`src/rtl/sweep_ctrl.sv`:
```
`default_nettype none
// ---------------------------------------------------------------------------
// Module : sweep_ctrl
// Drives a universal binary counter through triangle sweeps with endpoint
// dwell and a programmable repeat count. Macro SWEEP_CTRL_PAUSE_EN adds a
// pause input that freezes the sweep.
// Rev    : 1.0
// ---------------------------------------------------------------------------
module sweep_ctrl #(
  parameter int N  = 8,
  parameter int DW = 4,
  parameter int RW = 4
) (
  input  logic          clk,
  input  logic          reset,
  input  logic          start,
  input  logic          stop,
`ifdef SWEEP_CTRL_PAUSE_EN
  input  logic          pause,
`endif
  input  logic [N-1:0]  start_val,
  input  logic [DW-1:0] dwell,
  input  logic [RW-1:0] repeats,
  input  logic          step_en,
  input  logic          min_tick,
  input  logic          max_tick,
  output logic          cnt_sync_clear,
  output logic          cnt_enable,
  output logic          cnt_load,
  output logic          cnt_up,
  output logic [N-1:0]  cnt_d,
  output logic          busy,
  output logic          done
);

  typedef enum logic [2:0] {
    IDLE      = 3'd0,
    LOAD      = 3'd1,
    RUN_UP    = 3'd2,
    DWELL_TOP = 3'd3,
    RUN_DOWN  = 3'd4,
    DWELL_BOT = 3'd5,
    CLEAR     = 3'd6
  } state_t;

  state_t        state, state_next;
  logic [N-1:0]  sv_lat;
  logic [DW-1:0] dwell_lat, dwell_cnt;
  logic [RW-1:0] rep_lat, sweep_cnt, sweep_nxt;
  logic          hold, last_sweep;
  logic          latch_cfg, dwell_load, dwell_dec, sweep_inc, done_next;

`ifdef SWEEP_CTRL_PAUSE_EN
  assign hold = pause;
`else
  assign hold = 1'b0;
`endif

  assign sweep_nxt  = sweep_cnt + 1'b1;
  // repeats==0 means run forever, so it can never match the final sweep
  assign last_sweep = (rep_lat != '0) && (sweep_nxt == rep_lat);
  assign cnt_d      = sv_lat;

  always_ff @(posedge clk or posedge reset) begin
    if (reset) begin
      state     <= IDLE;
      sv_lat    <= '0;
      dwell_lat <= '0;
      rep_lat   <= '0;
      dwell_cnt <= '0;
      sweep_cnt <= '0;
      done      <= 1'b0;
    end else begin
      state <= state_next;
      done  <= done_next;
      if (latch_cfg) begin
        sv_lat    <= start_val;
        dwell_lat <= dwell;
        rep_lat   <= repeats;
        sweep_cnt <= '0;
      end else if (sweep_inc) begin
        sweep_cnt <= sweep_nxt;
      end
      if (dwell_load) dwell_cnt <= dwell_lat;
      else if (dwell_dec) dwell_cnt <= dwell_cnt - 1'b1;
    end
  end

  always_comb begin
    state_next     = state;
    cnt_sync_clear = 1'b0;
    cnt_enable     = 1'b0;
    cnt_load       = 1'b0;
    cnt_up         = 1'b0;
    busy           = (state != IDLE);
    latch_cfg      = 1'b0;
    dwell_load     = 1'b0;
    dwell_dec      = 1'b0;
    sweep_inc      = 1'b0;
    done_next      = 1'b0;

    case (state)
      IDLE: begin
        if (start) begin
          latch_cfg  = 1'b1;
          state_next = LOAD;
        end
      end
      LOAD: begin
        cnt_load   = 1'b1;
        cnt_up     = 1'b1;
        state_next = RUN_UP;
      end
      RUN_UP: begin
        cnt_up = 1'b1;
        if (!hold) begin
          cnt_enable = step_en & ~max_tick;
          if (max_tick) begin
            dwell_load = 1'b1;
            state_next = DWELL_TOP;
          end
        end
      end
      DWELL_TOP: begin
        cnt_up = 1'b1;
        if (!hold) begin
          if (dwell_cnt == '0) state_next = RUN_DOWN;
          else if (step_en)    dwell_dec  = 1'b1;
        end
      end
      RUN_DOWN: begin
        if (!hold) begin
          cnt_enable = step_en & ~min_tick;
          if (min_tick) begin
            if (last_sweep) begin
              done_next  = 1'b1;
              state_next = IDLE;
            end else begin
              sweep_inc  = 1'b1;
              dwell_load = 1'b1;
              state_next = DWELL_BOT;
            end
          end
        end
      end
      DWELL_BOT: begin
        if (!hold) begin
          if (dwell_cnt == '0) state_next = RUN_UP;
          else if (step_en)    dwell_dec  = 1'b1;
        end
      end
      CLEAR: begin
        cnt_sync_clear = 1'b1;
        state_next     = IDLE;
      end
      default: state_next = IDLE;
    endcase

    // Abort wins over any transition chosen above; CLEAR itself always exits
    if (stop && state != IDLE && state != CLEAR) begin
      state_next = CLEAR;
      done_next  = 1'b0;
      dwell_load = 1'b0;
      dwell_dec  = 1'b0;
      sweep_inc  = 1'b0;
    end
  end

endmodule
`default_nettype wire

```
`config.mk`:
```
export PLATFORM = sky130hd
export DESIGN_NAME = sweep_ctrl
export DESIGN_NICKNAME = d
export VERILOG_FILES = /design/src/rtl/sweep_ctrl.sv
export SDC_FILE = /design/constraint.sdc
export NUM_CORES = 1
export LEC_CHECK = 0
export BUFFER_PORTS_ARGS = -buffer_cell sky130_fd_sc_hd__buf_2
export CORE_UTILIZATION = 30
export CTS_BUF_LIST = sky130_fd_sc_hd__clkbuf_4
export CTS_CLUSTER_SIZE = 25
export DETAILED_ROUTE_END_ITERATION = 7
export GPL_TIMING_DRIVEN = 0
export SETUP_SLACK_MARGIN = 0.15
export SYNTH_ARGS = -nofsm -noshare
export SYNTH_HDL_FRONTEND = slang
export SYNTH_SLANG_ARGS = --single-unit
```
`constraint.sdc`:
```
create_clock -name clk -period 2.7 [get_ports clk]
set_clock_uncertainty 0.15 [all_clocks]
set_input_delay 0.135 -clock clk [delete_from_list [all_inputs] [get_ports clk]]
set_output_delay 0.135 -clock clk [all_outputs]
set_load 0.03 [all_outputs]
```
==> results of run 1 <==
## worst max-delay path: stages, from the launching register on
cell	delay [ns]
dfrtp_2	0.48
ha_1	0.33
xor2_1	0.15
or3_1	0.43
or2_4	0.27
o21ai_4	0.21
mux2_2	0.35
## logic make-up (layout without fill, tap and decap cells)
group	Yosys count	in the layout	synth area share [%]
AND/OR/NAND/NOR	40	40	15.9
flip-flops	28	28	47.2
multiplexers	23	23	17.2
AO/OA/AOI/OAI	20	20	9.36
buffers and inverters	13	69	3.96
XOR/XNOR	8	8	4.72
adder cells (fa/ha/maj)	2	2	1.69
## power groups by stage
| stage | Combinational (mW) | Sequential, mW | Clock (mW) |
|---|---|---|---|
| finish | 1.16 | 0.750 | 0.275 |
| global route | 1.27 | 0.783 | 0.299 |
| CTS | 1.17 | 0.750 | 0.284 |
| detailed placement | 1.15 | 0.757 | 0 |
| global placement | 1.13 | 0.754 | 0 |
| floorplan | 0.798 | 0.856 | 0 |
## what timing repair did
item | 4_1_cts | 5_1_grt
hold buffers | 17 | 0
endpoints found under the setup margin | 0 | 4
resized for setup | 0 | 1
endpoints found under the hold margin | 44 | 0
## through the flow
stage / hold WS (ns) / power, mW
after floorplan: 0.0504 / 1.65
after global placement: 0.201 / 1.89
after detailed placement: 0.208 / 1.90
after CTS: 0.0378 / 2.21
after global routing: 0.0883 / 2.35
final: 0.0534 / 2.18
## metal layers
layer / global-route usage [%] / share of wire (%)
met5: 0 / 0
met2: 20.0 / 46
met3: 1.67 / 4.4
met4: 3.49 / 0.45
met1: 16.1 / 49
## flip-flops by register name (all words and copies together) (netlist names)
register / cells
cnt_d: 8
done: 1
dwell_cnt: 4
dwell_lat: 4
rep_lat: 4
state: 3
sweep_cnt: 4
## area by class of cell
type	count	area (µm²)	area share [%]
repair buffers	52	345	17.6
plain buffers	6	32.5	1.65
well taps	67	83.8	4.26
multi-input cells	93	724	36.8
flip-flops and latches	28	702	35.7
inverters	7	26.3	1.34
clock buffers	3	22.5	1.15
clock inverters	1	30.0	1.53
## cell usage in the layout, fill, tap and decap left out, drive strengths merged
| cell | n |
|---|---|
| a22oi | 1 |
| nand2 | 5 |
| inv | 7 |
| nand3b | 1 |
| nand3 | 2 |
| bufinv | 1 |
| or2 | 1 |
| o221ai | 1 |
| nand2b | 3 |
| nor3b | 3 |
| o2bb2ai | 1 |
| or3 | 3 |
| buf | 39 |
| o22ai | 2 |
| mux2 | 20 |
| nor2 | 10 |
| a21oi | 6 |
| dfrtp | 28 |
| nor4 | 2 |
| xor2 | 3 |
| clkbuf | 5 |
| a21o | 1 |
| nand4 | 1 |
| mux2i | 3 |
| ha | 2 |
| a211oi | 2 |
| and3b | 1 |
| and2 | 1 |
| nor3 | 3 |
| o21ai | 6 |
| nor2b | 4 |
| dlygate4sd3 | 17 |
| xnor2 | 5 |
## worst min path at each step
stage | depth (start not counted) | endpoint | slack, ns
finish | 3 | state[2]$_DFFE_PP0P_ | 0.05
detailed placement | 2 | rep_lat[3]$_DFFE_PP0P_ | 0.21
global placement | 2 | rep_lat[3]$_DFFE_PP0P_ | 0.20
CTS | 3 | state[2]$_DFFE_PP0P_ | 0.04
global route | 4 | done$_DFF_PP0_ | 0.09
floorplan | 1 | cnt_d[0]$_DFFE_PP0P_ | 0.05
==> impl_metrics.csv, run 1 <==
group,metric,value,unit
run_status,outcome,"finished clean",
yosys,synth.net_count,159,
routing,iter_0_drt_violations,48,
routing,drc,0,
power_and_ir_drop,power_frac_seq,34.3,%
placement,dpl_cell_area,1740,µm²
power_and_ir_drop,power.clock.fraction,12.6,%
grt,grt_antenna_before_repair,0,
critical_path,rr_worst_depth,6,
placement,buffer_ports.inserted,35,
yosys,synth_top_flop_cell,"dfrtp_1",
critical_path,crit_path_start_kind,"register",
sta,final_report_max_slew_violation_count,0,
yosys,ranking_of_synthesized_cells_by_instance_count,"dfrtp_1, mux2_2, nor2_1",
routing,routed_wire_length_per_instance,11.3,µm
critical_path,startpoint,"sweep_cnt[0]$_DFFE_PP0P_",
sta,finalSetupViolations,0,
cells_and_area,final_util,41.4,%
yosys,synth.area.top_cells,"dfrtp_1, mux2_2, xnor2_1, nor2_1, mux2i_1",
critical_path,crit-reg2reg-capture,"dwell_cnt[3]$_DFFE_PP0P_",
critical_path,critPathMaxFanout,5,
power_and_ir_drop,power.density_cell_area,1110,nW/µm²
grt,first_pass_grt_wire_length,4930,µm
yosys,yosysWarningCount,0,
sta,worst_pin_slew,1.04,ns
clocking,cts-root-to-sink-buffers,2,
cells_and_area,n_antenna_cell,0,
power_and_ir_drop,leakage,0.898,nW
floorplan,rows,25,
critical_path,critical_path_class,"register to register",
clocking,cts_made_buffers,3,
clocking,clockRootBuffer,"clkbuf_4",
flow_run,cap_viol_max_count,0,
critical_path,ff_to_ff_start,"sweep_cnt[0]$_DFFE_PP0P_",
placement,final_wtd_congestion,0.823,
clocking,clk_latency_worst_skew_pair,0.33,ns
yosys,post-synth-top-area-cell,"dfrtp_1",
power_and_ir_drop,p_sw,0.897,mW
yosys,yosysSeqAreaShare,47.2,%
routing,routed_via_density,4.61,
critical_path,reg2reg_slack,0.25,ns
min_path,hp-class,"input port to register",
routing,antenna_left,0,
placement,placedCellCount,236,
clocking,cts.sinks,28,
sta,setup_tns,0,ns
sta,unrepaired_setup_endpoints_after_global_routing,"false",
floorplan,dieHeight,72.3,µm
clocking,path_clk_slew,0.16,ns
yosys,syn_avg_cell_area,11.1,µm²
cells_and_area,final_layout_size_suffix_gt1_share,35.8,%
sta,final_critical_path_setup_slack,0.250,ns
cells_and_area,area_delta_synth_final,32.5,%
sta,max_clk_rate,408,MHz
power_and_ir_drop,cell_internal_pwr,1.29,mW
routing,vias,1185,
routing,route.final.wire_length,2910,µm
floorplan,placeableCoreArea,4750,µm²
cells_and_area,post_layout_instance_area,1970,µm²
floorplan,fp.dieArea,5230,µm²
placement,worst_slack_at_placement,0.243,ns
critical_path,critical_path_arrival,2.54,ns
floorplan,fp.dieW,72.3,µm
grt,grt_overflow,0,
yosys,yosysTopAreaCellShare,47.2,%
yosys,async_flop_share,100,%
cells_and_area,instances_no_fill,257,
grt,globalRouteTotalUtil,11.9,%
yosys,netlist-cell-type-count,40,
yosys,library_cell_with_the_highest_instance_count_after_synthesis,"dfrtp_1",
routing,dr.pass1.iters,3,
clocking,cts_post_setup_buffers_inserted,0,
yosys,yosys_reg_bits,28,
power_and_ir_drop,power.ir.vdd_worst,0.000573,V
yosys,mappedNetlistArea,1480,µm²
floorplan,pin_count,37,
sta,min_period_over_period,90.7,%
power_and_ir_drop,switch_share,41.1,%
grt,grt_start_max_net_pins,29,
critical_path,critical_path.endpoint,"dwell_cnt[3]$_DFFE_PP0P_",
clocking,h-tree-depth,1,
power_and_ir_drop,pwr-share-comb,53.1,%
cells_and_area,layout.nets,216,
placement,post-dp-hpwl,2000,µm
floorplan,starting_density_of_the_core,31.2,%
grt,number_of_global_route_vias_before_repair,1131,
yosys,syn-instance-count,134,
cells_and_area,n_fill_cell,483,
yosys,synth_enable_flop_cells,0,
sta,max-slew-margin-rel,30.9,%
critical_path,setup.worst_path.end_class,"register",
sta,report.final.hold_viol_count,0,
sta,fin_crit,2.45,ns
critical_path,cp_data_required_time,2.79,ns
clocking,clock_tree_from_tritoncts,"done",
min_path,worst_min_delay_path_startpoint,"stop",
No activity file was read; power rests on OpenSTA's default activity.
==> run 2: changes to the inputs <==
- CAP_MARGIN: not set -> 20
- CORE_ASPECT_RATIO: not set -> 1.75
==> run 2 against run 1 <==
Net effect: utilization about the same; first-iteration DRC count decreased by 79%; worst hold slack gained 0.0011 ns; critical endpoint is now dwell_cnt[0]$_DFFE_PP0P_.
==> impl_metrics.csv, run 2 (synthesis results as in run 1) <==
group,metric,value,unit
placement,buffer_ports.inserted,35,
sta,max_clk_rate,411,MHz
floorplan,fp.dieArea,5240,µm²
critical_path,cp_data_required_time,2.77,ns
power_and_ir_drop,fin_total_pwr,2.08,mW
cells_and_area,largest_register_ffs,8,
clocking,cts_made_buffers,3,
routing,vias,1183,
critical_path,reg2reg_slack,0.27,ns
cells_and_area,final_util,41.4,%
cells_and_area,n_antenna_cell,0,
cells_and_area,area_delta_synth_final,31.4,%
critical_path,critical_path.cell_chain,"ha_1, xor2_1, or3_1, or2_4, o21ai_4, mux2_2",
routing,routed_wire_length_per_instance,11.7,µm
grt,number_of_global_route_vias_before_repair,1096,
sta,fin_crit,2.43,ns
cells_and_area,layout.cells.most_common,"buf_2",
placement,final_wtd_congestion,0.898,
floorplan,starting_density_of_the_core,31.5,%
sta,worst_pin_slew,0.493,ns
cells_and_area,layout.nets,217,
routing,iter_0_drt_violations,10,
clocking,cts.sinks,28,
sta,max-slew-margin-rel,67.1,%
placement,post-dp-hpwl,2100,µm
sta,min_period_over_period,90.2,%
cells_and_area,instances_no_fill,243,
clocking,cts_post_setup_buffers_inserted,0,
grt,grt_overflow,0,
clocking,clock_tree_from_tritoncts,"done",
placement,placedCellCount,221,
cells_and_area,n_fill_cell,490,
cells_and_area,layout.area.seq,702,µm²
floorplan,pin_count,37,
clocking,h-tree-depth,1,
sta,final_critical_path_setup_slack,0.266,ns
run_status,outcome,"finished clean",
grt,grtUsageMet3,0.957,%
critical_path,crit_path_start_kind,"register",
critical_path,critical_path_arrival,2.51,ns
placement,worst_slack_at_placement,0.239,ns
routing,route.final.wire_length,2850,µm
power_and_ir_drop,power.density_cell_area,1070,nW/µm²
grt,first_pass_grt_wire_length,4750,µm
critical_path,critical-path-top-delay-family,"simple AND/OR/NAND/NOR gates",
cells_and_area,most-common-layout-cells,"buf_2, dfrtp_1, mux2_2",
grt,globalRouteTotalUtil,12.2,%
floorplan,placeableCoreArea,4710,µm²
grt,grt_antenna_before_repair,0,
cells_and_area,area_occupied_by_multi_input_gates,724,µm²
critical_path,setup.worst_path.end_class,"register",
routing,drc,0,
critical_path,worst_path_max_delay_cell,"dfrtp_2",
sta,timing.hold.ws,0.0545,ns
sta,final_report_max_slew_violation_count,0,
floorplan,fp.dieW,55.2,µm
sta,finalSetupViolations,0,
sta,setup_tns,0,ns
critical_path,critical_path_class,"register to register",
power_and_ir_drop,power.ir.vdd_worst,0.000653,V
clocking,path_clk_slew,0.14,ns
routing,dr.pass1.iters,3,
critical_path,critPathMaxFanout,5,
grt,met1_usage,13.8,%
grt,grt.busiest_layer,"met2",
grt,groute.layer.met2.usage,22.3,%
grt,grt_start_max_net_pins,29,
cells_and_area,final_layout_size_suffix_gt1_share,35.6,%
min_path,hp-class,"input port to register",
routing,routed_via_density,4.87,
clocking,cts-root-to-sink-buffers,2,
routing,antenna_left,0,
sta,unrepaired_setup_endpoints_after_global_routing,"false",
sta,report.final.hold_viol_count,0,
clocking,clk_latency_worst_skew_pair,0.32,ns
cells_and_area,post_layout_instance_area,1950,µm²
critical_path,cp_num_buf_inv,0,
power_and_ir_drop,leakage,0.898,nW
placement,dpl_cell_area,1720,µm²
critical_path,critPathMaxStageDelay,0.47,ns
flow_run,cap_viol_max_count,0,
floorplan,rows,33,
clocking,clockRootBuffer,"clkbuf_4",
floorplan,dieHeight,95.0,µm
run 2: worst register-to-register path, cell delays in order (launching register included):
cell     delay [ns]
dfrtp_2        0.47
ha_1           0.33
xor2_1         0.14
or3_1          0.41
or2_4          0.27
o21ai_4        0.21
mux2_2         0.35
run 2: power by group:
part | internal, mW | switching [mW]
registers | 0.619 | 0.130
clock network | 0.0541 | 0.118
logic | 0.524 | 0.635
total | 1.20 | 0.883
run 2: worst paths after layout:
path | cells past startpoint | start | to
max | 6 | sweep_cnt[0]$_DFFE_PP0P_ | dwell_cnt[0]$_DFFE_PP0P_
min | 3 | stop | state[2]$_DFFE_PP0P_
max reg2reg | 6 | sweep_cnt[0]$_DFFE_PP0P_ | dwell_cnt[0]$_DFFE_PP0P_
min reg2reg | 1 | dwell_lat[1]$_DFFE_PP0P_ | dwell_cnt[1]$_DFFE_PP0P_
max in group asynchronous | 4 | reset | sweep_cnt[0]$_DFFE_PP0P_
min in group asynchronous | 3 | reset | cnt_d[2]$_DFFE_PP0P_
run 2: final cells by class:
cell class                 count  share of cell area (%)
multi-input combinational     93                    37.2
sequential                    28                    36.0
timing repair buffer          53                    19.1
tap                           52                    3.34
buffer                         6                    1.67
inverter                       7                    1.35
clock buffer                   3                    1.16
clock inverter                 1                   0.193
run 2: what timing repair did:
item | in CTS | in global routing
setup endpoints to repair | 0 | 4
hold buffers | 17 | 0
endpoints found under the hold margin | 44 | 0
gates resized for setup | 0 | 1
run 2: per-layer routing:
layer | up-vias | wire length [µm]
met3 | 4 | 100
met4 | 0 | 50
li1 | 588 | -
met2 | 25 | 1620
met5 | - | 0
met1 | 566 | 1080
